### config.mk
export PLATFORM = sky130hd
export DESIGN_NAME = uart_cmd_ctrl
export DESIGN_NICKNAME = d
export VERILOG_FILES = /design/src/rtl/uart_cmd_ctrl.sv
export SDC_FILE = /design/constraint.sdc
export NUM_CORES = 1
export LEC_CHECK = 0
export CAP_MARGIN = 30
export CORE_MARGIN = 5
export CORE_UTILIZATION = 50
export CTS_CLUSTER_SIZE = 12
export DETAILED_ROUTE_END_ITERATION = 10
export GPL_ROUTABILITY_DRIVEN = 0
export HOLD_SLACK_MARGIN = 0.12
export PLACE_DENSITY_LB_ADDON = 0.2
export SLEW_MARGIN = 0
export SYNTH_ARGS = -nofsm -noshare
export SYNTH_HDL_FRONTEND = slang
export SYNTH_SLANG_ARGS = --single-unit
export TNS_END_PERCENT = 10
### constraint.sdc
create_clock -name clk -period 8 [get_ports clk]
set_input_delay 2.4 -clock clk [delete_from_list [all_inputs] [get_ports clk]]
set_output_delay 2.4 -clock clk [all_outputs]
set_load 0.03 [all_outputs]
### src/rtl/uart_cmd_ctrl.sv
// Purpose: decodes strobed 7-bit user commands into TX bytes, prescaler, config, soft reset and readback.
// Latency: every command effect is registered (visible one cycle after the strobe edge); io_out8 lags state by one more cycle.
// Backpressure: io_txValid/io_txReady handshake on the TX queue; a push into a full queue with no pop is dropped and sets sticky overflow.
//
// Ports:
//   clk, reset             - clock, synchronous active-high reset
//   io_in7, io_strobe      - command word {payload[4:0], opcode[1:0]} and its rising-edge qualified strobe
//   io_txValid/Ready/Data  - TX byte queue head, valid/ready drained
//   io_prediv              - committed prescaler value
//   io_resetCommandStrobe  - one-cycle soft-reset pulse
//   io_gatedTxdStopBitSupport - config bit 0
//   io_out8                - registered readback selected by the SPARE command
module uart_cmd_ctrl #(
    parameter int              FIFO_DEPTH   = 4,
    parameter int              PREDIV_W     = 16,
    parameter logic [PREDIV_W-1:0] PREDIV_RESET = 16'h0068
) (
    input  logic                clk,
    input  logic                reset,
    input  logic [6:0]          io_in7,
    input  logic                io_strobe,
    input  logic                io_txReady,
    output logic                io_txValid,
    output logic [7:0]          io_txData,
    output logic [PREDIV_W-1:0] io_prediv,
    output logic                io_resetCommandStrobe,
    output logic                io_gatedTxdStopBitSupport,
    output logic [7:0]          io_out8
);

    localparam int AW = $clog2(FIFO_DEPTH);
    localparam int CW = AW + 1;

    localparam logic [1:0] OP_DATA   = 2'd0;
    localparam logic [1:0] OP_CONFIG = 2'd1;
    localparam logic [1:0] OP_PREDIV = 2'd2;
    localparam logic [1:0] OP_SPARE  = 2'd3;

    localparam logic [4:0] P_SOFT_RESET = 5'b11000;

    // Command state
    logic                strobe_d;
    logic [3:0]          nibble_latch;
    logic [3:0]          config_q;
    logic [1:0]          rdsel;
    logic [PREDIV_W-1:0] prediv_shadow;
    logic [7:0]          last_byte;
    logic                overflow;

    // TX queue
    logic [7:0]          mem [FIFO_DEPTH];
    logic [AW-1:0]       wr_ptr;
    logic [AW-1:0]       rd_ptr;
    logic [CW-1:0]       count;

    // Decode
    logic [1:0] opcode;
    logic [4:0] payload;
    logic       fire;
    logic       soft_rst;
    logic       push_req;
    logic       push_ok;
    logic       pop;
    logic       full;
    logic       empty;
    logic [7:0] push_byte;

    assign opcode    = io_in7[1:0];
    assign payload   = io_in7[6:2];
    assign fire      = io_strobe && !strobe_d;
    assign soft_rst  = fire && (opcode == OP_CONFIG) && (payload == P_SOFT_RESET);
    assign push_req  = fire && (opcode == OP_DATA) && payload[4];
    assign push_byte = {payload[3:0], nibble_latch};

    assign full  = (count == CW'(FIFO_DEPTH));
    assign empty = (count == '0);
    assign pop   = !empty && io_txReady;
    // A full queue still accepts a push when the head leaves in the same cycle.
    assign push_ok = push_req && (!full || pop) && !soft_rst;

    assign io_txValid = !empty;
    // Head is forced to zero when empty so storage never needs a reset.
    assign io_txData  = empty ? 8'h00 : mem[rd_ptr];
    assign io_gatedTxdStopBitSupport = config_q[0];

    // Status count field saturates at 7 for deeper queues.
    logic [4:0] count_ext;
    logic [2:0] count_sat;
    logic [7:0] readback;

    always_comb begin
        count_ext = 5'(count);
        count_sat = (count_ext > 5'd7) ? 3'd7 : count_ext[2:0];
        readback  = 8'h00;
        case (rdsel)
            2'd0:    readback = {overflow, full, empty, 2'b00, count_sat};
            2'd1:    readback = {4'b0000, config_q};
            2'd2:    readback = io_prediv[7:0];
            default: readback = last_byte;
        endcase
    end

    // Queue storage: no reset, contents are only observed through the valid-gated head.
    always_ff @(posedge clk) begin
        if (push_ok) begin
            mem[wr_ptr] <= push_byte;
        end
    end

    always_ff @(posedge clk) begin
        if (reset) begin
            strobe_d              <= 1'b0;
            nibble_latch          <= '0;
            config_q              <= '0;
            rdsel                 <= '0;
            prediv_shadow         <= '0;
            io_prediv             <= PREDIV_RESET;
            last_byte             <= '0;
            overflow              <= 1'b0;
            wr_ptr                <= '0;
            rd_ptr                <= '0;
            count                 <= '0;
            io_resetCommandStrobe <= 1'b0;
            io_out8               <= 8'h20;    // status view of an empty queue
        end else begin
            strobe_d              <= io_strobe;
            io_resetCommandStrobe <= soft_rst;
            io_out8               <= readback;

            if (soft_rst) begin
                // Clear wins over any concurrent pop; prescaler state survives.
                nibble_latch <= '0;
                config_q     <= '0;
                rdsel        <= '0;
                overflow     <= 1'b0;
                wr_ptr       <= '0;
                rd_ptr       <= '0;
                count        <= '0;
            end else begin
                if (push_ok) begin
                    wr_ptr <= wr_ptr + 1'b1;
                end
                if (pop) begin
                    rd_ptr <= rd_ptr + 1'b1;
                end
                if (push_ok && !pop) begin
                    count <= count + 1'b1;
                end else if (!push_ok && pop) begin
                    count <= count - 1'b1;
                end
                if (push_req && full && !pop) begin
                    overflow <= 1'b1;
                end

                if (fire) begin
                    case (opcode)
                        OP_DATA: begin
                            if (!payload[4]) begin
                                nibble_latch <= payload[3:0];
                            end else begin
                                // Records the commanded byte even when the queue drops it.
                                last_byte <= push_byte;
                            end
                        end
                        OP_CONFIG: begin
                            if (!payload[4]) begin
                                config_q <= payload[3:0];
                            end
                        end
                        OP_PREDIV: begin
                            if (!payload[4]) begin
                                prediv_shadow <= {prediv_shadow[PREDIV_W-5:0], payload[3:0]};
                            end else begin
                                io_prediv <= prediv_shadow;
                            end
                        end
                        default: begin
                            rdsel <= payload[1:0];
                        end
                    endcase
                end
            end
        end
    end

endmodule

[After elaboration in Yosys (flattened, before gate mapping)]
Memories as Yosys holds them, arrays and structs flattened. A register that Yosys moved wholly into a read port is not among the register bits.
Index checks and enable logic that the tools add are counted.
Word-level totals
  word-level logic and storage cells: 66
  register bits: 68
  output and inout bits: 35
  RAM bits: 32
  memories: 1
  bits of input ports: 11
Cells by class
  bitwise logic cells: 3
  $add $sub $neg: 4
  equal/unequal tests: 6
  reductions and logical operators: 31
  muxes and demuxes: 8
Memory list
  mem: depth 4, bits a word 8, rd ports 1, clocked after Yosys merged registers in 1, write ports 1, line 51  | logic [7:0] mem [FIFO_DEPTH];
Operators with widths (count)
  8-bit one-hot mux with 3 select lines: 1
  1-bit logical AND: 12
  4-bit AND reduction: 3
  8-bit two-way mux: 1
  1-bit logical NOT: 6
  3-bit two-way mux: 2
  3-bit AND reduction: 2
  5-bit == test (second input constant): 1
  2-bit by 1-bit adder with 2-bit output (second input constant): 2
  2-bit by 1-bit == test with 1-bit output (second input constant): 2
  2-bit == test (second input constant): 2
  2-bit logical NOT: 2
  2-bit two-way mux: 2
  3-bit by 1-bit adder with 3-bit output (second input constant): 1
  3-bit == test (second input constant): 1
  3-bit logical NOT: 1
  1-bit inverter: 3
  3-bit OR reduction: 1
  3-bit by 1-bit subtractor with 3-bit output (second input constant): 1
  1-bit two-way mux: 2
  2-bit AND reduction: 1
  2-bit nonzero test: 1
  2-bit OR reduction: 1
  1-bit logical OR: 1

[Depth between registers and ports, before layout]
Gate-level depths: netlist of the first run.
  depth after elaboration: 10
  mapped depth: 9
  gate-level depth less buffers: 8

[Least setup slack after synthesis of the first run]
Ideal clock, no wire load.
  kind: input to register
  start point: input port io_in7[1]
  end point: register count[2]
  arrival: 4.168 ns
  library setup time: 0.070 ns
  stages on the path: 9
  setup slack: 3.762 ns
  data required time: 7.930 ns
  buffers on the path: 1
  cell sequence: or2_1 > buf_2 > nor3_2 > ha_1 > inv_1 > fa_1 > xor2_1 > or3_1 > a21oi_1
Between the ends
  longest elaborated chain between the ends: 8
  elaborated cells on any way between the ends: 15
  those cells by class: eq/ne: 1; mux: 1; reduce/logical: 13
RTL lines
  from (decl): line 20  | input logic [6:0] io_in7,
  2-bit by 1-bit == test with 1-bit output / 2-bit logical NOT (equally long branches): line 71, 72
  1-bit logical AND, on equally long branches (2 in a row): line 71, 72
  1-bit logical NOT / 1-bit logical AND (equally long branches): line 79  | assign push_ok = push_req && (!full || pop) && !soft_rst;
  1-bit logical AND *: line 79
  via push_ok: line 62  | logic push_ok;
  1-bit logical NOT: line 148  | end else if (!push_ok && pop) begin
  1-bit logical AND: line 148
  2-bit nonzero test (no line)
  to (signal assigned): line 147  | count <= count + 1'b1;
  to (signal assigned): line 149  | count <= count - 1'b1;
  to (decl): line 54  | logic [CW-1:0] count;
The timed path passes the listed nets; every way through them passes the cells marked *.
A chain may end at the register's enable or synchronous reset.

[Worst setup path in the final report of the first run]
  start point: input port io_in7[6]
  end point: register count[2]
Between the ends
  longest elaborated chain between the ends: 7
  elaborated cells on any way between the ends: 12
  those cells by class: eq/ne: 1; mux: 1; reduce/logical: 10
RTL lines
  5-bit == test: line 71  | assign soft_rst = fire && (opcode == OP_CONFIG) && (payload == P_SOFT_RESET);
  1-bit logical AND: line 71
  1-bit logical NOT: line 79
  1-bit logical AND *: line 79
  via push_ok: line 62
  1-bit logical NOT: line 148
  1-bit logical AND: line 148
  2-bit nonzero test (no line)
Marks and branches as above.

==> results.txt, run 1 <==
- Dividing the detail-routed via count by the number of cells gives 5.79.
* Area used by sequential logic in the layout: 2360 µm²
* Worst hold-check path type: reg -> reg
* Post-synth design cell area: 4150 µm²
- DRC Markers: 0
* Status: completed
* Worst setup slack after layout: 2830 ps
- In the synthesized netlist, the number of instances is 374.
* Number of nets in the synthesized netlist: 391
- In the synthesized netlist the dominant register cell turns out to be dfxtp_1.
* Effective utilization at floorplan: 50.8%
* Number of cell rows: 33
- The critical path is of the in -> reg type.
- In this run the remaining antenna-violating nets after routing total 0.
- The die covers 10200 µm².
- Mean Syn Cell Area: 11.1 µm²
- The tree built by TritonCTS fans out to 102 sinks.
- CTS tree: yes
* Share of final-layout standard cells stronger than drive strength 1: 9.36%
- Number of synthesized flops with an enable pin: 32
* Detailed-placement wirelength estimate: 5.81 mm
* Power per standard cell area: 245 nW/µm²
* Multi-input logic area: 1620 µm²
- The clock arrives with 13.5 ps of skew.
- Once layout is complete, the utilization of the core stands at 58.8%.
* Share of the yosys chip area belonging to registers: 56.9%
- Nets@finish: 418
* Asr flop ratio synth: 0%
- Wires add up to 8.83 mm.
- Vias in the first global route: 2864
- Hold repair after CTS inserted 0 buffers.
- Initial antenna violation count: 0
- Transition time at the pin with the least slew margin: 1050 ps
- First-pass GRT wire length: 14.6 mm
- dfxtp_1 takes more of the synthesized area than any other cell.
- Min Tclk post-route: 5170 ps
- Worst-case clock buffer depth: 2
- Total number of H-tree levels: 3
- Overall die height: 101 µm
- Counting flops and latches in the post-synthesis netlist gives 102.
* Critical path launch point: io_in7[6]
- After clock tree synthesis, the clock-pin slew on the worst setup and hold paths is 100 ps.
- The worst pin sits at a relative slew slack of 30.1%.
- First-pass iteration count of the detailed router: 4
- CP endpoint kind: flop
- Ant. Diodes: 0
* Most frequent cells after synthesis: dfxtp_1 (70), a21oi_1 (49), nand3_1 (45)
- Filler Cell Count: 703
* Min-Delay Startpoint: prediv_shadow[13]
- Adding up every negative setup slack in the final design gives 0 ps.
* Wire length per cell after detailed routing: 17.3 µm
- Ports placed on the boundary: 46
- The startpoint identified for the worst register-to-register timing path is strobe_d.
- Gr ovfl total: 0
- Timing-limited maximum frequency: 194 MHz
* RSZ-0062 raised after global routing: false
- The top cell type by area accounts for 33.7% of the synthesized area.
* Iteration-0 DRC count of the detailed router: 226
* Top-count cell post-synth: dfxtp_1
- In this run the static leakage power is 1.56 nW.
* Std-Cell Core Area: 8180 µm²
- During synthesis, Yosys emitted a total of 0 warnings.
* Data required time of the worst path: 8290 ps
- Once the clock tree was built, the setup fixing pass inserted 0 buffers.
* Largest cells by area after synthesis: dfxtp_1 (34%), edfxtp_1 (23%), mux4_2 (6.0%), a21oi_1 (5.9%), nand3_1 (5.4%)
* X dimension of the die: 101 µm
* Arrival @ worst endpoint: 5450 ps
* Total of buffers placed on input and output ports: 45
- CP max FO: 24
* Largest net degree at the start of global routing: 52
* TritonCTS buffer count: 9
- Gr usage total: 18.3%
- The number of slew-limit violations in the final report is 0.
* Cell chosen for the clock root: clkbuf_8
- After layout, the worst path uses 64.6% of the clock period.
- Area delta synth->final: 15.7%
- Worst IR Drop VDD: 0.103 mV
* Final Setup Violations: 0
* Skew-Pair Late Insertion Delay: 360 ps
* Hold Violations, Final: 0
- Critical path startpoint category: primary input
- Hold Worst Slack: 468 ps
- In this run, post-CTS repair resized a total of 0 instances.
- Before CTS, the worst setup slack after placement is 2470 ps.
- Detailed routing inserted a total of 2960 vias.
* Number of different library cells in the post-synthesis netlist: 49
- Max-capacitance violation count: 0
## state kept, by name (all words and copies together) (netlist names), named ones only
name / cells
io_out8: 8
wr_ptr: 2
count: 3
config_q: 4
last_byte: 8
mem: 32
overflow: 1
strobe_d: 1
io_resetCommandStrobe: 1
prediv_shadow: 16
rdsel: 2
nibble_latch: 4
rd_ptr: 2
io_prediv: 16
## metal layers
metal | global-route usage [%] | wire, µm
met5 | 0 | 0
met4 | 7.67 | 75
met3 | 2.89 | 450
met2 | 29.1 | 4400
met1 | 24.9 | 3910
## logic make-up (layout without fill, tap and decap cells)
logic type / Yosys count / in the layout / synth area share [%]
flops: 102 / 102 / 56.9
simple gates: 101 / 101 / 14.3
xor+xnor: 4 / 4 / 0.843
buf+inv: 35 / 67 / 4.16
mux: 19 / 19 / 8.01
compound gates: 107 / 107 / 13.8
fa+ha+maj: 6 / 6 / 1.99
## through the flow
step	instance area, µm²	power [mW]	std cells
4_1_cts	4800	1.19	511
2_1_floorplan	4150	0.761	374
3_5_place_dp	4590	0.855	495
6_report	4800	1.18	511
3_3_place_gp	4590	0.851	495
5_1_grt	4800	1.23	511
## worst max-delay path, stage by stage
cell	delay (ps)
clkdlybuf4s50_1	560
nand3b_1	660
nor3_2	530
ha_1	250
inv_1	60
fa_1	370
xor2_1	160
or3_1	310
a21oi_1	140
## area by class of cell
class	count	area share, %
multi-input combinational	237	33.7
inverter	4	0.312
clock buffer	10	3.10
sequential	102	49.2
tap	105	2.73
timing repair buffer	47	9.58
clock inverter	6	1.41
## layout by cell type (no fill, tap or decap), types with 3 or more instances in the layout
master and count:
a21oi_1 49, mux2_2 4, ha_1 5, and2_1 4, xor2_1 4, edfxtp_1 32, clkbuf_8 9, nand3_1 45
nor2_1 13, mux4_2 11, inv_1 5, clkdlybuf4s50_1 44, mux2i_1 4, o31ai_1 3, dfxtp_1 70, a211o_1 3
and3_1 3, nor2b_1 13, o21ai_0 41, o21ai_1 5
## final timing paths
check	to	slack, ps	cells after the start
setup / recovery	count[2]	2830	9
hold / removal	io_prediv[13]	470	2
setup reg to reg	count[2]	5040	8
hold reg to reg	io_prediv[13]	470	2
## power breakdown
group | internal [mW] | total (mW) | switching [mW]
clock | 0.165 | 0.341 | 0.176
sequential | 0.551 | 0.583 | 0.0317
combinational | 0.113 | 0.256 | 0.143
Power figures use the tool's default switching activity.
==> inputs of run 2 (changes only) <==
==> constraint.sdc (replaced) <==
create_clock -name clk -period 5.3 [get_ports clk]
set_input_delay 1.59 -clock clk [delete_from_list [all_inputs] [get_ports clk]]
set_output_delay 1.59 -clock clk [all_outputs]
set_load 0.03 [all_outputs]
==> results.txt, run 2 (synthesis gave the netlist of run 1 again) <==
- Across every metal layer, demand over resource in global routing totals 18.9%.
* Worst setup slack after layout: 1320 ps
* Cell chosen for the clock root: clkbuf_8
* Ports placed on the boundary: 46
- On the critical path, the stage with the largest delay is an instance of dfxtp_1.
- Most used cells in the layout excluding fill and tap cells: dfxtp_1 (70), a21oi_1 (49), nand3_1 (45)
* Slew Viols, Final: 0
- The library cell used most frequently in the layout, excluding fill and tap cells, is dfxtp_1.
* Critical path startpoint category: flop
- Wire length per cell after detailed routing: 17.8 µm
- Nets@finish: 421
- Top register by number of flip-flops: mem
* Min-Delay Startpoint: prediv_shadow[14]
- Timing analysis after detailed placement gives a worst setup slack of 1040 ps.
* Hold-fix buffer count after cts: 0
* Number of gates resized after CTS: 0
- Maximum clock skew at final layout: 12.7 ps
- No sink is reached through more buffers than the 2 on the longest clock path.
- Compared with the post-synthesis result, the final layout area differs by 16.5%.
- In the final layout, the registers with the most flip-flops are mem x32, io_prediv x16, prediv_shadow x16.
- The critical path goes through mux4_2 -> nor2b_1 -> clkdlybuf4s50_1.
* Total number of H-tree levels: 3
* Total of buffers placed on input and output ports: 45
- Gr ovfl total: 0
- The floorplan has 33 rows.
- Final wirelength: 9.14 mm
- The flow ran to the end, and the final reports show no timing, DRC or antenna violations.
- Die Outline Area: 10200 µm²
* Normalized max-slew margin: 36.7%
- Measured along the y axis, the die boundary spans 101 µm.
- Min Tclk post-route: 3980 ps
* Leakage power total: 1.57 nW
- Power after layout: 1.77 mW
* Cell count of the worst hold path: 2
- Hold Violations, Final: 0
* Biggest cell delay along the critical path: 680 ps
* Iteration-0 DRC count of the detailed router: 200
* CP max FO: 8
- Among cell families on the critical path, the largest total delay comes from flip-flops.
* RSZ-0062 raised after global routing: false
* Initial antenna violation count: 0
- TritonCTS built the clock tree.
* DRC Markers: 0
- After clock tree synthesis, the clock-pin slew on the worst setup and hold paths is 100 ps.
- After routing, the total negative slack on setup checks comes to 0 ps.
- Arrival @ worst endpoint: 2390 ps
- Entering global routing, the biggest net connects 52 pins.
- TritonCTS created 9 clock buffers.
- STA classifies the critical path endpoint as a primary output.
- The number of global-route vias before repair came to 2872.
- Category of the critical setup timing path: reg -> out
* Endpoint of the worst-slack reg-to-reg timing path: count[2]
- Counting cells, the worst reg-to-reg path comes to 9.
- For the pin with the worst max-slew slack, the measured transition is 946 ps.
- The floorplan step set the die width to 101 µm.
- First-pass GRT wire length: 15.0 mm
- Worst hold-check path type: reg -> reg
* Min-Delay Endpoint: io_prediv[14]
- The count of nets left with antenna violations once routing finished came out at 0.
* Count of buffers added by post-CTS timing repair for setup: 0
* Filler Cell Count: 718
* Hold Worst Slack: 469 ps
- For the worst-skew pair, the clock arrives at the later sink with an insertion delay of 370 ps.
- The core region is 8180 µm².
* Vias: 3010
* Number of buffers and inverters on the critical path: 1
* Vias/cell: 5.86
* Clock net sink count: 102
- Effective utilization at floorplan: 50.8%
- Detailed-placement wirelength estimate: 5.91 mm
- The register with the most flip-flops in the layout has 32 of them.
- First-pass iteration count of the detailed router: 4
- Max-cap violations in this run came to 0.
* Worst reg-to-reg setup slack: 2890 ps
* Power per standard cell area: 367 nW/µm²
- Share of final-layout standard cells stronger than drive strength 1: 10.3%
- Period Utilization, post-route: 75.1%
* Final Setup Violations: 0
- Worst reg2reg path startpoint: strobe_d
* Ant. Diodes: 0
* Timing-limited maximum frequency: 251 MHz
- Data required time of the worst path: 3710 ps
- Worst IR Drop VDD: 0.215 mV
-- run 2: cell types whose count changed in the layout (fill, tap and decap cells not counted), sizes merged --
| cell | previous run | this run |
|---|---|---|
| buf | 3 | 6 |
| clkinv | 2 | 4 |
| inv | 6 | 5 |
| clkinvlp | 1 | 0 |
-- run 2: layout make-up --
| class | count | area (µm²) | share of cell area [%] |
|---|---|---|---|
| Multi-Input combinational cell | 237 | 1620 | 33.5 |
| Clock buffer | 10 | 138 | 2.84 |
| Inverter | 4 | 15.0 | 0.310 |
| Timing Repair Buffer | 50 | 503 | 10.4 |
| Tap cell | 105 | 131 | 2.72 |
| Sequential cell | 102 | 2360 | 48.8 |
| Clock inverter | 6 | 70.1 | 1.45 |
-- run 2: power by group --
part / internal [mW] / total [mW] / switching, mW
Sequential: 0.832 / 0.879 / 0.0470
Combinational: 0.174 / 0.393 / 0.219
Clock: 0.235 / 0.503 / 0.268
-- run 2: how the worst max path moves through the flow --
stage / startpoint / to / slack [ps] / cells after the start
2_1_floorplan: io_in7[1] / count[2] / 1870 / 9
3_3_place_gp: io_in7[1] / count[2] / 1170 / 9
3_5_place_dp: io_in7[1] / count[2] / 1040 / 9
4_1_cts: flop / io_txData[6] / 1250 / 3
5_1_grt: flop / io_txData[6] / 1150 / 3
6_report: flop / io_txData[6] / 1320 / 3
-- run 2: layer usage --
metal	global-route usage, %	vias to the layer above	routed length [µm]
li1	-	1434	-
met4	6.44	0	127
met5	0	-	0
met1	25.1	1484	3900
met2	30.7	81	4660
met3	3.99	11	455
-- run 2: worst reg2reg max path: stages, from the launching register on --
cell,delay [ps]
dfxtp_1,360
nand3b_1,170
buf_4,230
nor3_2,290
ha_1,230
inv_1,60
fa_1,380
xor2_1,160
or3_1,310
a21oi_1,140
-- run 2: metrics by stage --
| stage | utilization, % | cells | instance area, µm² |
|---|---|---|---|
| after floorplan | - | 374 | 4150 |
| after global placement | 56.3 | 497 | 4600 |
| after detailed placement | 56.3 | 497 | 4600 |
| after CTS | 58.8 | 513 | 4810 |
| after global routing | 59.2 | 514 | 4840 |
| final | 59.2 | 514 | 4840 |
==> inputs of run 3 (changes only) <==
==> constraint.sdc (replaced) <==
create_clock -name clk -period 3.8 [get_ports clk]
set_input_delay 1.14 -clock clk [delete_from_list [all_inputs] [get_ports clk]]
set_output_delay 1.14 -clock clk [all_outputs]
set_load 0.03 [all_outputs]
==> results.txt, run 3 (synthesis gave the netlist of run 1 again) <==
- In this run, post-CTS hold repair placed 0 buffers.
- The path with the worst hold slack has its endpoint at io_prediv[13].
- Power after layout: 2.43 mW
- Number of buffers and inverters on the critical path: 1
* Worst-case clock buffer depth: 2
- Largest net degree at the start of global routing: 38
* Vias in the first global route: 2838
* Vias/cell: 5.72
- Worst IR Drop VDD: 0.209 mV
- The first routing iteration left 163 violations.
- Worst setup slack after layout: 307 ps
- Transition time at the pin with the least slew margin: 701 ps
- Row generation in the floorplan step produced 33 rows.
- Based on the critical path, the design can be clocked at up to 286 MHz.
* DRC Markers: 0
- Initial antenna violation count: 0
* Overall die height: 101 µm
* Min-Delay Startpoint: prediv_shadow[13]
- Power spread over the standard cell area amounts to 502 nW/µm².
- Global routing finished with a remaining overflow of 0.
- Worst reg-to-reg setup slack: 1490 ps
* Die Outline Area: 10200 µm²
- Depth of the worst register-to-register path: 8
- Worst reg2reg path startpoint: count[1]
* Final Setup Violations: 0
- Max reg flops: 32
- The tree built by TritonCTS fans out to 102 sinks.
* CTS tree: yes
- The critical path goes through mux4_2 -> nor2b_1 -> clkdlybuf4s50_1.
- TritonCTS buffer count: 9
- Count of buffers added by post-CTS timing repair for setup: 0
- Once the floorplan was initialized, standard cells occupied 50.8% of the core.
- Ant. Diodes: 0
- Commonest non-fill, non-tap cell in the layout: dfxtp_1
- Std-Cell Core Area: 8180 µm²
- After clock tree synthesis, the clock-pin slew on the worst setup and hold paths is 100 ps.
- With fillers left out, the area of the finished cells amounts to 4840 µm².
- Max-capacitance violation count: 0
- The first detailed-routing pass ran for 4 iterations.
* Setup total negative slack: 0 ps
- Maximum clock skew at final layout: 15.2 ps
- Worst hold-check path type: reg -> reg
- Filler Cell Count: 700
* Total number of H-tree levels: 3
- Measured along the x axis, the die boundary spans 101 µm.
- Status: completed
* Normalized max-slew margin: 53.2%
- The clock reaches the later pin of the worst-skew pair after 370 ps.
- Post-Place Cells: 505
- The post-route netlist has 11.8% of its cells at a drive strength greater than 1.
- First-pass GRT wire length: 14.7 mm
- CP max FO: 8
* Ports placed on the boundary: 46
* Placement Cell Area: 4660 µm²
* Detailed-placement wirelength estimate: 6.04 mm
* Final wirelength: 9.07 mm
- Cell chosen for the clock root: clkbuf_8
* RSZ-0062 raised after global routing: false
* Cell with the largest stage delay on the worst path: dfxtp_1
- Post-placement setup slack: 214 ps
- Most used cells in the layout excluding fill and tap cells: dfxtp_1 (70), a21oi_1 (49), nand3_1 (45)
- At the worst endpoint, the arrival time is 2350 ps.
- In the final layout, the multi-input gates occupy 1620 µm².
* Leakage power total: 1.59 nW
- The final route contains 2978 vias.
- Cell count of the worst hold path: 2
* Endpoint of the worst-slack reg-to-reg timing path: count[2]
* Wire length per cell after detailed routing: 17.4 µm
* Period Utilization, post-route: 91.9%
- In the global route stage, overall resource usage came out at 18.6%.
* Top cell family by delay on the critical path: flip-flops
- Data required time of the worst path: 2660 ps
- Area delta synth->final: 16.6%
- The number of slew-limit violations in the final report was 0.
* Nets@finish: 428
- The worst setup path is captured at a primary output.
- Biggest cell delay along the critical path: 680 ps
- The worst setup path is launched from a flop.
* Category of the critical setup timing path: reg -> out
* Min Tclk post-route: 3490 ps
- Area used by sequential logic in the layout: 2360 µm²
- Final antenna-violating net count: 0
- The number of gates resized after CTS was 0.
- Count of non-filler cells in the finished layout: 521
- The count of endpoints failing hold in the final timing report was 0.
* Top Registers: mem x32, io_prediv x16, prediv_shadow x16
- The count of buffers added on input and output ports is 45.
- mem holds more flip-flops than any other register.
-- run 3: changes by cell type in the layout (fill, tap and decap cells not counted) --
cell and change:
buf_16 -1, buf_4 +8, bufinv_16 -1, clkinv_2 +1, clkinv_4 -2, inv_4 +1
inv_6 +1
-- run 3: report_power, final --
part	switching (mW)	total, mW	internal, mW
registers	0.0646	1.22	1.16
clock network	0.382	0.642	0.260
logic	0.308	0.562	0.254
-- run 3: tightest hold or removal path, cell delays in order (launching register included) --
cell and delay [ps]:
dfxtp_1 320, nand3_1 60, a21oi_1 50
-- run 3: cell type report --
cell class,count,share of cell area (%)
inverters,4,0.310
flip-flops and latches,102,48.8
clock buffers,10,2.84
multi-input cells,237,33.4
repair buffers,57,11.1
well taps,105,2.71
clock inverters,6,0.878
-- run 3: layer usage --
layer / GRT usage, % / share of wire [%]
met5: 0 / 0
met4: 5.01 / 1.4
met3: 4.68 / 3.9
met2: 30.5 / 50
met1: 24.6 / 44
-- run 3: worst max-delay path by stage --
stage | from | end | slack [ps] | cells past startpoint
after floorplan | io_in7[1] | count[2] | 820 | 9
after global placement | io_in7[1] | count[2] | 280 | 9
after detailed placement | io_in7[1] | count[2] | 210 | 9
after CTS | flop | io_txData[6] | 240 | 3
after global routing | flop | io_txData[5] | 140 | 3
final | flop | io_txData[6] | 310 | 3
-- run 3: per-stage QoR --
step / hold WS (ps) / util [%]
2_1_floorplan: 438 / -
3_3_place_gp: 458 / 57.0
3_5_place_dp: 460 / 57.0
4_1_cts: 475 / 59.2
5_1_grt: 502 / 59.2
6_report: 466 / 59.2
